==> src/rtl/mod_exp_seq.sv <==
// Left-to-right square-and-multiply modular exponentiator.
// Ports: clk/reset, start/base/exponent in, busy/done/result out, mul_* multiplier link.
module mod_exp_seq #(
  parameter int               width = 128,
  parameter logic [width-1:0] p     = 128'd37
) (
  input  logic             clk,
  input  logic             reset,
  input  logic             start,
  input  logic [width-1:0] base,
  input  logic [width-1:0] exponent,
  output logic             busy,
  output logic             done,
  output logic [width-1:0] result,
  output logic             mul_start,
  output logic [width-1:0] mul_a,
  output logic [width-1:0] mul_b,
  input  logic [width-1:0] mul_r,
  input  logic             mul_done
);

  localparam int iw = (width > 1) ? $clog2(width) : 1;
  localparam logic [width-1:0] one_mod_p = width'(1) % p;

  typedef enum logic [2:0] {
    s_idle,
    s_scan,
    s_sqr,
    s_sqr_w,
    s_mul,
    s_mul_w,
    s_fin
  } state_t;

  state_t           state;
  state_t           state_nx;
  logic [width-1:0] acc;
  logic [width-1:0] base_q;
  logic [width-1:0] exp_q;
  logic [iw-1:0]    idx;
  logic [width-1:0] result_q;
  logic             idx_last;
  logic             bit_set;

  assign idx_last = (idx == '0);
  assign bit_set  = exp_q[idx];
  assign result   = result_q;

  always_ff @(posedge clk or posedge reset) begin
    if (reset) state <= s_idle;
    else       state <= state_nx;
  end

  always_comb begin
    state_nx = state;
    unique case (state)
      s_idle:  if (start) state_nx = s_scan;
      s_scan: begin
        if (exp_q == '0)  state_nx = s_fin;
        else if (bit_set) state_nx = idx_last ? s_fin : s_sqr;
      end
      s_sqr:   state_nx = s_sqr_w;
      s_sqr_w: begin
        if (mul_done) begin
          if (bit_set)       state_nx = s_mul;
          else if (idx_last) state_nx = s_fin;
          else               state_nx = s_sqr;
        end
      end
      s_mul:   state_nx = s_mul_w;
      s_mul_w: begin
        if (mul_done) state_nx = idx_last ? s_fin : s_sqr;
      end
      s_fin:   state_nx = s_idle;
      default: state_nx = s_idle;
    endcase
  end

  // idx is only decremented after the idx==0 test, so it never wraps.
  // result is loaded on the edge entering s_fin so it is valid with done.
  always_ff @(posedge clk or posedge reset) begin
    if (reset) begin
      acc      <= '0;
      base_q   <= '0;
      exp_q    <= '0;
      idx      <= '0;
      result_q <= '0;
    end else begin
      unique case (state)
        s_idle: begin
          if (start) begin
            base_q <= base;
            exp_q  <= exponent;
            idx    <= iw'(width - 1);
          end
        end
        s_scan: begin
          if (exp_q == '0) begin
            acc      <= one_mod_p;
            result_q <= one_mod_p;
          end else if (bit_set) begin
            acc <= base_q;
            if (idx_last) result_q <= base_q;
            else          idx      <= idx - 1'b1;
          end else if (!idx_last) begin
            idx <= idx - 1'b1;
          end
        end
        s_sqr_w: begin
          if (mul_done) begin
            acc <= mul_r;
            if (!bit_set) begin
              if (idx_last) result_q <= mul_r;
              else          idx      <= idx - 1'b1;
            end
          end
        end
        s_mul_w: begin
          if (mul_done) begin
            acc <= mul_r;
            if (idx_last) result_q <= mul_r;
            else          idx      <= idx - 1'b1;
          end
        end
        default: ;
      endcase
    end
  end

  // acc only changes on the mul_done edge that leaves a wait state,
  // so operands stay stable for the whole request.
  always_comb begin
    busy      = 1'b0;
    done      = 1'b0;
    mul_start = 1'b0;
    mul_a     = '0;
    mul_b     = '0;
    unique case (state)
      s_idle:  ;
      s_scan:  busy = 1'b1;
      s_sqr: begin
        busy      = 1'b1;
        mul_start = 1'b1;
        mul_a     = acc;
        mul_b     = acc;
      end
      s_sqr_w: begin
        busy  = 1'b1;
        mul_a = acc;
        mul_b = acc;
      end
      s_mul: begin
        busy      = 1'b1;
        mul_start = 1'b1;
        mul_a     = acc;
        mul_b     = base_q;
      end
      s_mul_w: begin
        busy  = 1'b1;
        mul_a = acc;
        mul_b = base_q;
      end
      s_fin:   done = 1'b1;
      default: ;
    endcase
  end

endmodule

==> config.mk <==
export PLATFORM = sky130hd
export DESIGN_NAME = mod_exp_seq
export DESIGN_NICKNAME = d
export VERILOG_FILES = /design/src/rtl/mod_exp_seq.sv
export SDC_FILE = /design/constraint.sdc
export NUM_CORES = 1
export LEC_CHECK = 0
export CAP_MARGIN = 10
export CORE_AREA = 2 2 305 307
export CTS_BUF_LIST = sky130_fd_sc_hd__clkbuf_8 sky130_fd_sc_hd__clkbuf_16
export CTS_CLUSTER_DIAMETER = 100
export DETAILED_ROUTE_END_ITERATION = 7
export DIE_AREA = 0 0 307 309
export DONT_BUFFER_PORTS = 1
export GPL_TIMING_DRIVEN = 0
export SLEW_MARGIN = 20
export SYNTH_ARGS = -nofsm -noshare
export SYNTH_HDL_FRONTEND = slang
export SYNTH_SLANG_ARGS = --single-unit
==> constraint.sdc <==
create_clock -name clk -period 19.6 [get_ports clk]
set_input_delay 4.9 -clock clk [delete_from_list [all_inputs] [get_ports clk]]
set_output_delay 4.9 -clock clk [all_outputs]
set_load 0.005 [all_outputs]
# == Word level (Yosys, flattened, before mapping) ==
# Index checks and enable logic that the tools add are counted.
# word_totals
ff_bits,522
latchBits,0
mem_bits_rw,0
mem_bits_ro,0
in_bits,388
out_inout_bits,387
word_cells,73
mem_count,0
# classes
n_addsub,1
n_mul,0
div_mod_pow,0
n_lt_le_gt_ge,1
eq_ne,14
shifts,0
n_mux,34
bitwise,0
n_reduce_logical,17
# ops
op,count
two-way mux 128 bit,11
case mux 128 bit (2 select lines),2
case mux 128 bit (3 select lines),1
logical NOT 128 bit,1
two-way mux 7 bit,6
case mux 7 bit (4 select lines),1
two-way mux 3 bit,7
case mux 3 bit (6 select lines),1
AND reduction 6 bit,2
!= test 2 bit (second input constant),5
== test 3 bit (second input constant),3
less-than comparator 7 x 8 -> 1 bit (second input constant),1
OR reduction 2 bit,4
binary-select mux 1 bit (select 7 bit),1
logical NOT 7 bit,1
subtractor 7 x 1 -> 7 bit (second input constant),1
== test 3 x 2 -> 1 bit (second input constant),2
!= test 3 bit (second input constant),2
OR reduction 5 bit,1
two-way mux 1 bit,4
AND reduction 4 bit,1
nonzero test 4 bit,1
OR reduction 4 bit,1
== test 3 x 1 -> 1 bit (second input constant),1
6 further kinds,6

# == Longest topological paths before layout ==
# Gate-level depths: netlist of the first run.
# logic_depth
ltp_word,5
mapped_depth,14
mapped_depth_nobuf,8

# == Least setup slack after synthesis of the first run ==
# Ideal clock, no wire load.
# synth_timing
kind,input -> register
startpoint,in start
endpoint,reg exp_q[47]
setup_ns,0.125
arrival_ns,6.510
t_required_ns,19.475
setup_slack_ns,12.965
path_stages,4
path_buffers,2
cell_sequence,nor4b_1 > clkbuf_1 > clkbuf_1 > mux2_2
# synth_between
elab_chain_len,1
# synth_rtl
element,line,rtl
"start, declared",9,"input logic start,"
AND reduction 2 bit (no source line),-,
"end signal, assigned",93,exp_q <= exponent;
"end, declared",39,logic [width-1:0] exp_q;
# No other way between the ends.
# A chain may end at the register's enable or synchronous reset.

# == Worst setup path in the final report of the first run ==
# layout_timing
startpoint,reg state[1]
endpoint,out mul_a[20]
# layout_between
elab_chain_len,3
elab_cells_between_ends,6
cone_classes,eq/ne (4); mux (1); reduce/logical (1)
# layout_rtl
element,line,rtl
"start, declared",35,state_t state;
"start signal, assigned",50,if (reset) state <= s_idle;
"start signal, assigned",51,else state <= state_nx;
== test 3 bit or == test 3 x 2 -> 1 bit (tied branches),138,unique case (state)
OR reduction 4 bit (no source line) *,-,
two-way mux 128 bit *,138,
"end, declared",16,"output logic [width-1:0] mul_a,"
# Mark *: on every way between the ends. The rest lies on a longest branch, timed or not.

==> impl_results.md, run 1 <==
* Mux contribution to synthesized area at 0.216
* Worst path cell trace: clkbuf_1 -> nor2b_1 -> or2_2 -> clkbuf_2 -> clkbuf_1 -> and2_1
* GP Congestion at between 0.9 and 1
* Synth warn at 0
* Predominant post-synthesis flop cell: dfrtp_1
* Multi-input logic area at 10200 um2
* CP arrival at between 3 and 4 ns
* Area of the core at between 90000 and 100000 um2
* Placed cells at around 3.2k
* Setup crit end kind: output pin
* I/O Pins at 775
* Initial Utilization at 0.268
* Worst-path maximum fanout at 10
* H-tree depth at 2
* Fin nets at 2462
* Top-area cell type share of the netlist area at 0.534
* Wire per inst at between 30 and 40 um
* Worst Setup Slack, final at approximately 11 ns
* Number of global-route vias before repair at around 18k
* Final critical-path required period at just under 9 ns
* Hpwl dp at 81.9 mm
* CTS Sinks at 522
* Compound-Gate Fraction of Synth Area at 0.123
* Final Setup Violations at 0
* Most common cell in the synthesized netlist: dfrtp_1
* EDFF count, synth at 0
* Max-slew headroom at 0.262
* Status: completed
* Chip width at about 310 um
* Hold-fix buffers at CTS at 0
* Dpl ws at 11.30 ns
* Final Max Slew Viols at 0
* Max Root-Sink Buffers at 3
* CP max-delay cell: clkbuf_1
* Final wirelength at 107 mm
* Max capacitance violation total at 0
* Mean Syn Cell Area at 12.2 um2
* Fin. Hold Viols at 0
* CP Launch Type: flip-flop
* Worst slew pin tran at approximately 1.1 ns
* Die ar. at roughly 95000 um2
* GRT Util Overall at 0.217
* Most frequent CP cell: clkbuf_1
* Initial detailed-routing violation count at around 1.5k
* RSZ-0062 raised after global routing: false
* DP Area at ~26000 um2
* DRC at 0
* Fin cells at approximately 3.3k
* Worst-path clk slew at 0.06 ns
* Mapped Cells at 2003
* Maximum clock rate at roughly 110 MHz
* #FFs+latches synth at around 520
* First-pass DRT Iterations at 5
* Hold WC Path Type: reg2reg
* Worst VDD drop at approximately 100 uV
* Hold Slack at approximately 0.52 ns
* Cell accounting for the most synthesized area: dfrtp_1
* Async S/R FF share, synth at 1.00
* Area Overhead vs Synth at 15.3%
* Post-cts resize count at 0
* Crit path buffers/inverters at 3
* Die Y at 309 um
* Required time of the critical path at 14.70 ns
* Total power at 6.33 mW
* Share of cells above drive strength 1 at 0.242
* Max incr delay on CP at roughly 0.8 ns
* Worst skew pair latency at 0.68 ns
* First-pass GRT wire length at about 150 mm
* Via density at 5.38
* Synth top area cells: dfrtp_1 53%, mux2_2 14%, a22o_1 5.5%
* Setup TNS at 0 ns
* Synthesized Nets at ~2.4k
* CTS tree: yes
* Final ANT Viol Nets at 0
* Synth Area in XOR/XNOR at 0
* Critical path class: reg2out
* Netlist cell types at just over 60
* Num CTS Buffers at 61
* Pwr Density at between 200 and 250 nW/um2
* Reg area at 13100 um2
* Largest family of logic cells by synthesized area: multiplexers
* Core Util, Final at 0.308
* Synth Area in Adders at 0.00102
* Largest net degree at the start of global routing at just over 100
* Setup Buffers After CTS at 0
* Commonest cells in the netlist: 522 x dfrtp_1, 297 x mux2_2, 153 x a22o_1
* Simple-Gate Fraction of Synth Area at 0.0758
* Placement row count at approximately 110
* Grt ovf at 0
* Leak pwr at roughly 12 nW
* CTS Root Cell: clkbuf_16
* Port Buffers at 0
* Via count at about 18k
* Fillers at 9320
* Syn Std Cell Area at 24500 um2
* Final worst-path cycle share at 0.452
* CP top delay family: buffers and inverters
* Fin area at ~28000 um2
* Clock skew at approximately 0.040 ns
* Sequential area share after synthesis at 0.534
* Initial antenna violation count at 31
==> cells by family (layout without fill, tap and decap cells) <==
logic type / Yosys count / count (layout)
AOI/OAI and AO/OA: 408 / 408
adders and majority gates: 2 / 2
buffers and inverters: 265 / 384
DFF: 522 / 522
muxes: 452 / 452
other: 0 / 6
and+or+nand+nor: 354 / 354
==> routing by layer <==
layer  track usage  wire length [um]  vias up
met3        0.0767             10500      242
met5             0               191        -
li1              -                 -     7393
met2         0.362             51200     1005
met4        0.0917              4820       28
met1         0.253             40300     9146
==> placed cells by master, fill, tap and decap left out, types with 61 or more instances in the layout <==
cell type	instances
clkbuf_1	82
inv_1	123
a22oi_1	103
dfrtp_1	522
a22o_1	153
nor2_1	122
mux2_2	297
mux2i_1	114
a21oi_1	105
clkbuf_16	61
and2_1	130
==> report_power, final <==
group / total, mW / switching, mW / internal (mW)
clock network: 1.17 / 0.500 / 0.674
logic: 2.94 / 1.78 / 1.16
registers: 2.22 / 0.563 / 1.65
==> registers in the layout, summed over array words and instances, names as in the netlist <==
name,cells
acc,128
idx,7
state,3
result,128
exp_q,128
base_q,128
==> cell type report <==
| class | count | share of cell area |
|---|---|---|
| diodes | 6 | 0.000533 |
| repair buffers | 6 | 0.00515 |
| plain buffers | 156 | 0.0292 |
| clock inverters | 42 | 0.0139 |
| clock buffers | 71 | 0.0590 |
| inverters | 109 | 0.0149 |
| flip-flops and latches | 522 | 0.463 |
| multi-input cells | 1216 | 0.361 |
| well taps | 1186 | 0.0526 |
==> path summary, 6_finish.rpt <==
path / cells after the start / startpoint / endpoint / slack, ns
setup / recovery: 6 / state[1] / mul_a[20] / 10.74
hold / removal: 1 / acc[104] / acc[104] / 0.52
setup reg to reg: 9 / state[1] / acc[23] / 15.31
hold reg to reg: 1 / acc[104] / acc[104] / 0.52
max in group asynchronous: 3 / reset / exp_q[24] / 14.05
min in group asynchronous: 1 / reset / base_q[102] / 4.10
(Power assumes the default switching activity.)
==> run 2: changes to the inputs <==
--- a/config.mk
+++ b/config.mk
@@ -6,11 +6,11 @@
 export NUM_CORES = 1
 export LEC_CHECK = 0
 export CAP_MARGIN = 10
-export CORE_AREA = 2 2 305 307
+export CORE_AREA = 2 2 300 302
 export CTS_BUF_LIST = sky130_fd_sc_hd__clkbuf_8 sky130_fd_sc_hd__clkbuf_16
 export CTS_CLUSTER_DIAMETER = 100
 export DETAILED_ROUTE_END_ITERATION = 7
-export DIE_AREA = 0 0 307 309
+export DIE_AREA = 0 0 302 304
 export DONT_BUFFER_PORTS = 1
 export GPL_TIMING_DRIVEN = 0
 export SLEW_MARGIN = 20
==> constraint.sdc (replaced) <==
create_clock -name clk -period 9.26 [get_ports clk]
set_input_delay 2.315 -clock clk [delete_from_list [all_inputs] [get_ports clk]]
set_output_delay 2.315 -clock clk [all_outputs]
set_load 0.005 [all_outputs]
==> run 2 against run 1 <==
Die area shrank 3.2%. Non-clock buffer count is 15 higher. First-iteration DRC count is 8.7% lower. Via count rose by 0.35%. Clock skew shrank 0.021 ns. Design area rose by 1.5%. Critical path depth is the same. Sequential share of layout area down 0.67 points. Global-route usage is 1.1 points higher. Clock power rose by 120%. Critical endpoint is now mul_a[109]. Largest cell class unchanged. Highest routed layer unchanged.
==> impl_results.md, run 2 (synthesis results as in run 1) <==
* Worst VDD drop at 222 uV (+120%)
* Switching share of power at 0.443 (-0.00559)
* Area of the core at 89000 um2 (-2.6%)
* Final Setup Violations at 0 (unchanged)
* Via count at 17.9k (+0.35%)
* Path depth of the worst reg2reg path at 9 (unchanged)
* Number of global-route vias before repair at 18.3k (+2.4%)
* Max-slew headroom at 0.270 (+0.00792)
* Worst-path maximum fanout at 10 (unchanged)
* Grt ovf at 0 (unchanged)
* CTS Root Cell: clkbuf_16
* Setup TNS at 0 ns (unchanged)
* Worst-path clk slew at 0.06 ns (about the same)
* First-pass DRT Iterations at 5 (unchanged)
* H-tree depth at 2 (unchanged)
* Worst slew pin tran at 1.10 ns (-0.0119 ns)
* CP arrival at 3.74 ns (-0.22 ns)
* Share of cells above drive strength 1 at 0.252 (+0.0101)
* GRT Util Overall at 0.228 (+0.0111)
* Hold Path Origin: acc[118]
* GP Congestion at 0.913 (-0.11%)
* Max Root-Sink Buffers at 3 (unchanged)
* Hold EP: acc[118]
* Post-cts resize count at 0 (unchanged)
* Setup Buffers After CTS at 0 (unchanged)
* Leak pwr at 12.1 nW (+1.3%)
* Top Usage Layer GRT: met2
* Die Y at 304 um (-1.6%)
* Part of the power in combinational logic at 0.457 (-0.008)
* NetSw at 6.00 mW (+110%)
* Commonest non-fill, non-tap cells in the layout: 522 x dfrtp_1, 297 x mux2_2, 153 x a22o_1
* Hold WC Path Type: reg2reg
* Final critical-path required period at 6.06 ns
* Wire per inst at 32.3 um (+0.14%)
* Via density at 5.37 (about the same)
* Final ANT Viol Nets at 0 (unchanged)
* Maximum clock rate at approximately 170 MHz
* Fin area at 28600 um2 (+1.5%)
* Commonest non-fill, non-tap cell in the layout: dfrtp_1
* Internal Pwr Total at 7.54 mW (+120%)
* Critical path class: reg2out
* Core Util, Final at 0.321 (+0.0128)
* Clock skew at 0.0193 ns (-0.0209 ns)
* CTS Sinks at 522 (unchanged)
* Status: completed
* First-pass GRT wire length at 147 mm (+1.2%)
* Pwr Density at 473 nW/um2 (+110%)
* GR Util met1 at 0.264 (+0.0112)
* Worst skew pair latency at 0.66 ns (-0.02 ns)
* Final worst-path cycle share at 0.654
* Placed cells at 3199 (+0.13%)
* Hold Slack at 0.528 ns (+0.00299 ns)
* Met3 GRT Util at 0.0789 (+0.00216)
* DRC at 0 (unchanged)
* Total power at 13.5 mW (+110%)
* R2r endpoint: acc[32]
* Port Buffers at 0 (unchanged)
* Fin cells at 3329 (+0.45%)
* Fin. Hold Viols at 0 (unchanged)
* Required time of the critical path at 6.95 ns (-7.75 ns)
* Clk pwr share at 0.194 (+0.009)
* CP Launch Type: flip-flop
* Worst Setup Slack, final at 3.20 ns (-7.53 ns)
* Initial Utilization at 0.275 (+0.00702)
* Final wirelength at 108 mm (+0.60%)
* RSZ-0062 raised after global routing: false
* Placement row count at 110 (-0.90%)
* Initial antenna violation count at 28 (-9.7%)
* Dpl ws at 3.71 ns (-7.59 ns)
* Reg power frac at 0.349 (about the same)
* R2R Setup Slk at 4.91 ns (-10.40 ns)
* Largest net degree at the start of global routing at 33 (-68%)
* Area Overhead vs Synth at 17.0%
* I/O Pins at 775 (unchanged)
* DP Area at 26400 um2 (+0.98%)
* Worst Setup SP: state[1]
* Chip width at 302 um (-1.6%)
* Setup crit end kind: output pin
* Hold path depth at 1 (unchanged)
* CTS tree: yes
* Initial detailed-routing violation count at 1366 (-8.7%)
* Crit Reg-Reg Startpoint: exp_q[86]
* Max capacitance violation total at 0 (unchanged)
* Fillers at 8977 (-3.7%)
* Final Max Slew Viols at 0 (unchanged)
* Die ar. at 91800 um2 (-3.2%)
* Num CTS Buffers at 60 (-1.6%)
* Hpwl dp at 82.3 mm (+0.53%)
* Hold-fix buffers at CTS at 0 (unchanged)
* GR Util met2 at 0.371 (+0.00882)
* Fin nets at 2476 (+0.57%)
## run 2: cell types whose count changed in the layout (fill, tap and decap cells not counted), sizes merged
cell | before | now
buf | 64 | 79
inv | 132 | 120
diode | 6 | 17
clkinv | 11 | 17
bufinv | 5 | 10
clkbuf | 168 | 166
clkinvlp | 3 | 5
## run 2: final cells by class
type                       instances  area (um2)  share of cell area
sequential                       522       13100               0.457
multi-input combinational       1216       10200               0.356
clock buffer                      69        1650              0.0576
tap                             1176        1470              0.0514
buffer                           156         825              0.0288
clock inverter                    43         528              0.0185
timing repair buffer              21         429              0.0150
inverter                         109         415              0.0145
antenna                           17        42.5             0.00149
## run 2: worst max-delay path by stage
| stage | end | cells past startpoint | slack (ns) |
|---|---|---|---|
| floorplan | acc[0] | 1 | -0.15 |
| global route | mul_a[111] | 6 | 2.88 |
| finish | mul_a[109] | 6 | 3.20 |
| global placement | base_q[37] | 1 | -3.60 |
| detailed placement | mul_a[111] | 6 | 3.71 |
| CTS | mul_a[111] | 6 | 2.98 |
## run 2: worst max-delay path, cell delays in order, from the launching register on
cell and delay, ns:
dfrtp_1 0.34, clkbuf_1 0.32, nor2b_1 0.40, or2_2 0.24, clkbuf_1 0.76, clkbuf_1 0.74
and2_1 0.30
## run 2: layer usage
layer,wire length [um],vias to the layer above,share of wire
li1,-,7445,-
met1,40700,9195,0.38
met2,50700,949,0.47
met3,10100,270,0.094
met4,6100,18,0.057
met5,104,-,0.00097
## run 2: power groups by stage
stage                     clock (mW)  sequential, mW  combinational (mW)
after global routing            2.78            4.84                6.65
after detailed placement           0            4.74                6.20
after floorplan                    0            4.16                4.18
final                           2.63            4.72                6.19
after global placement             0            4.72                6.10
after CTS                       2.69            4.71                6.22
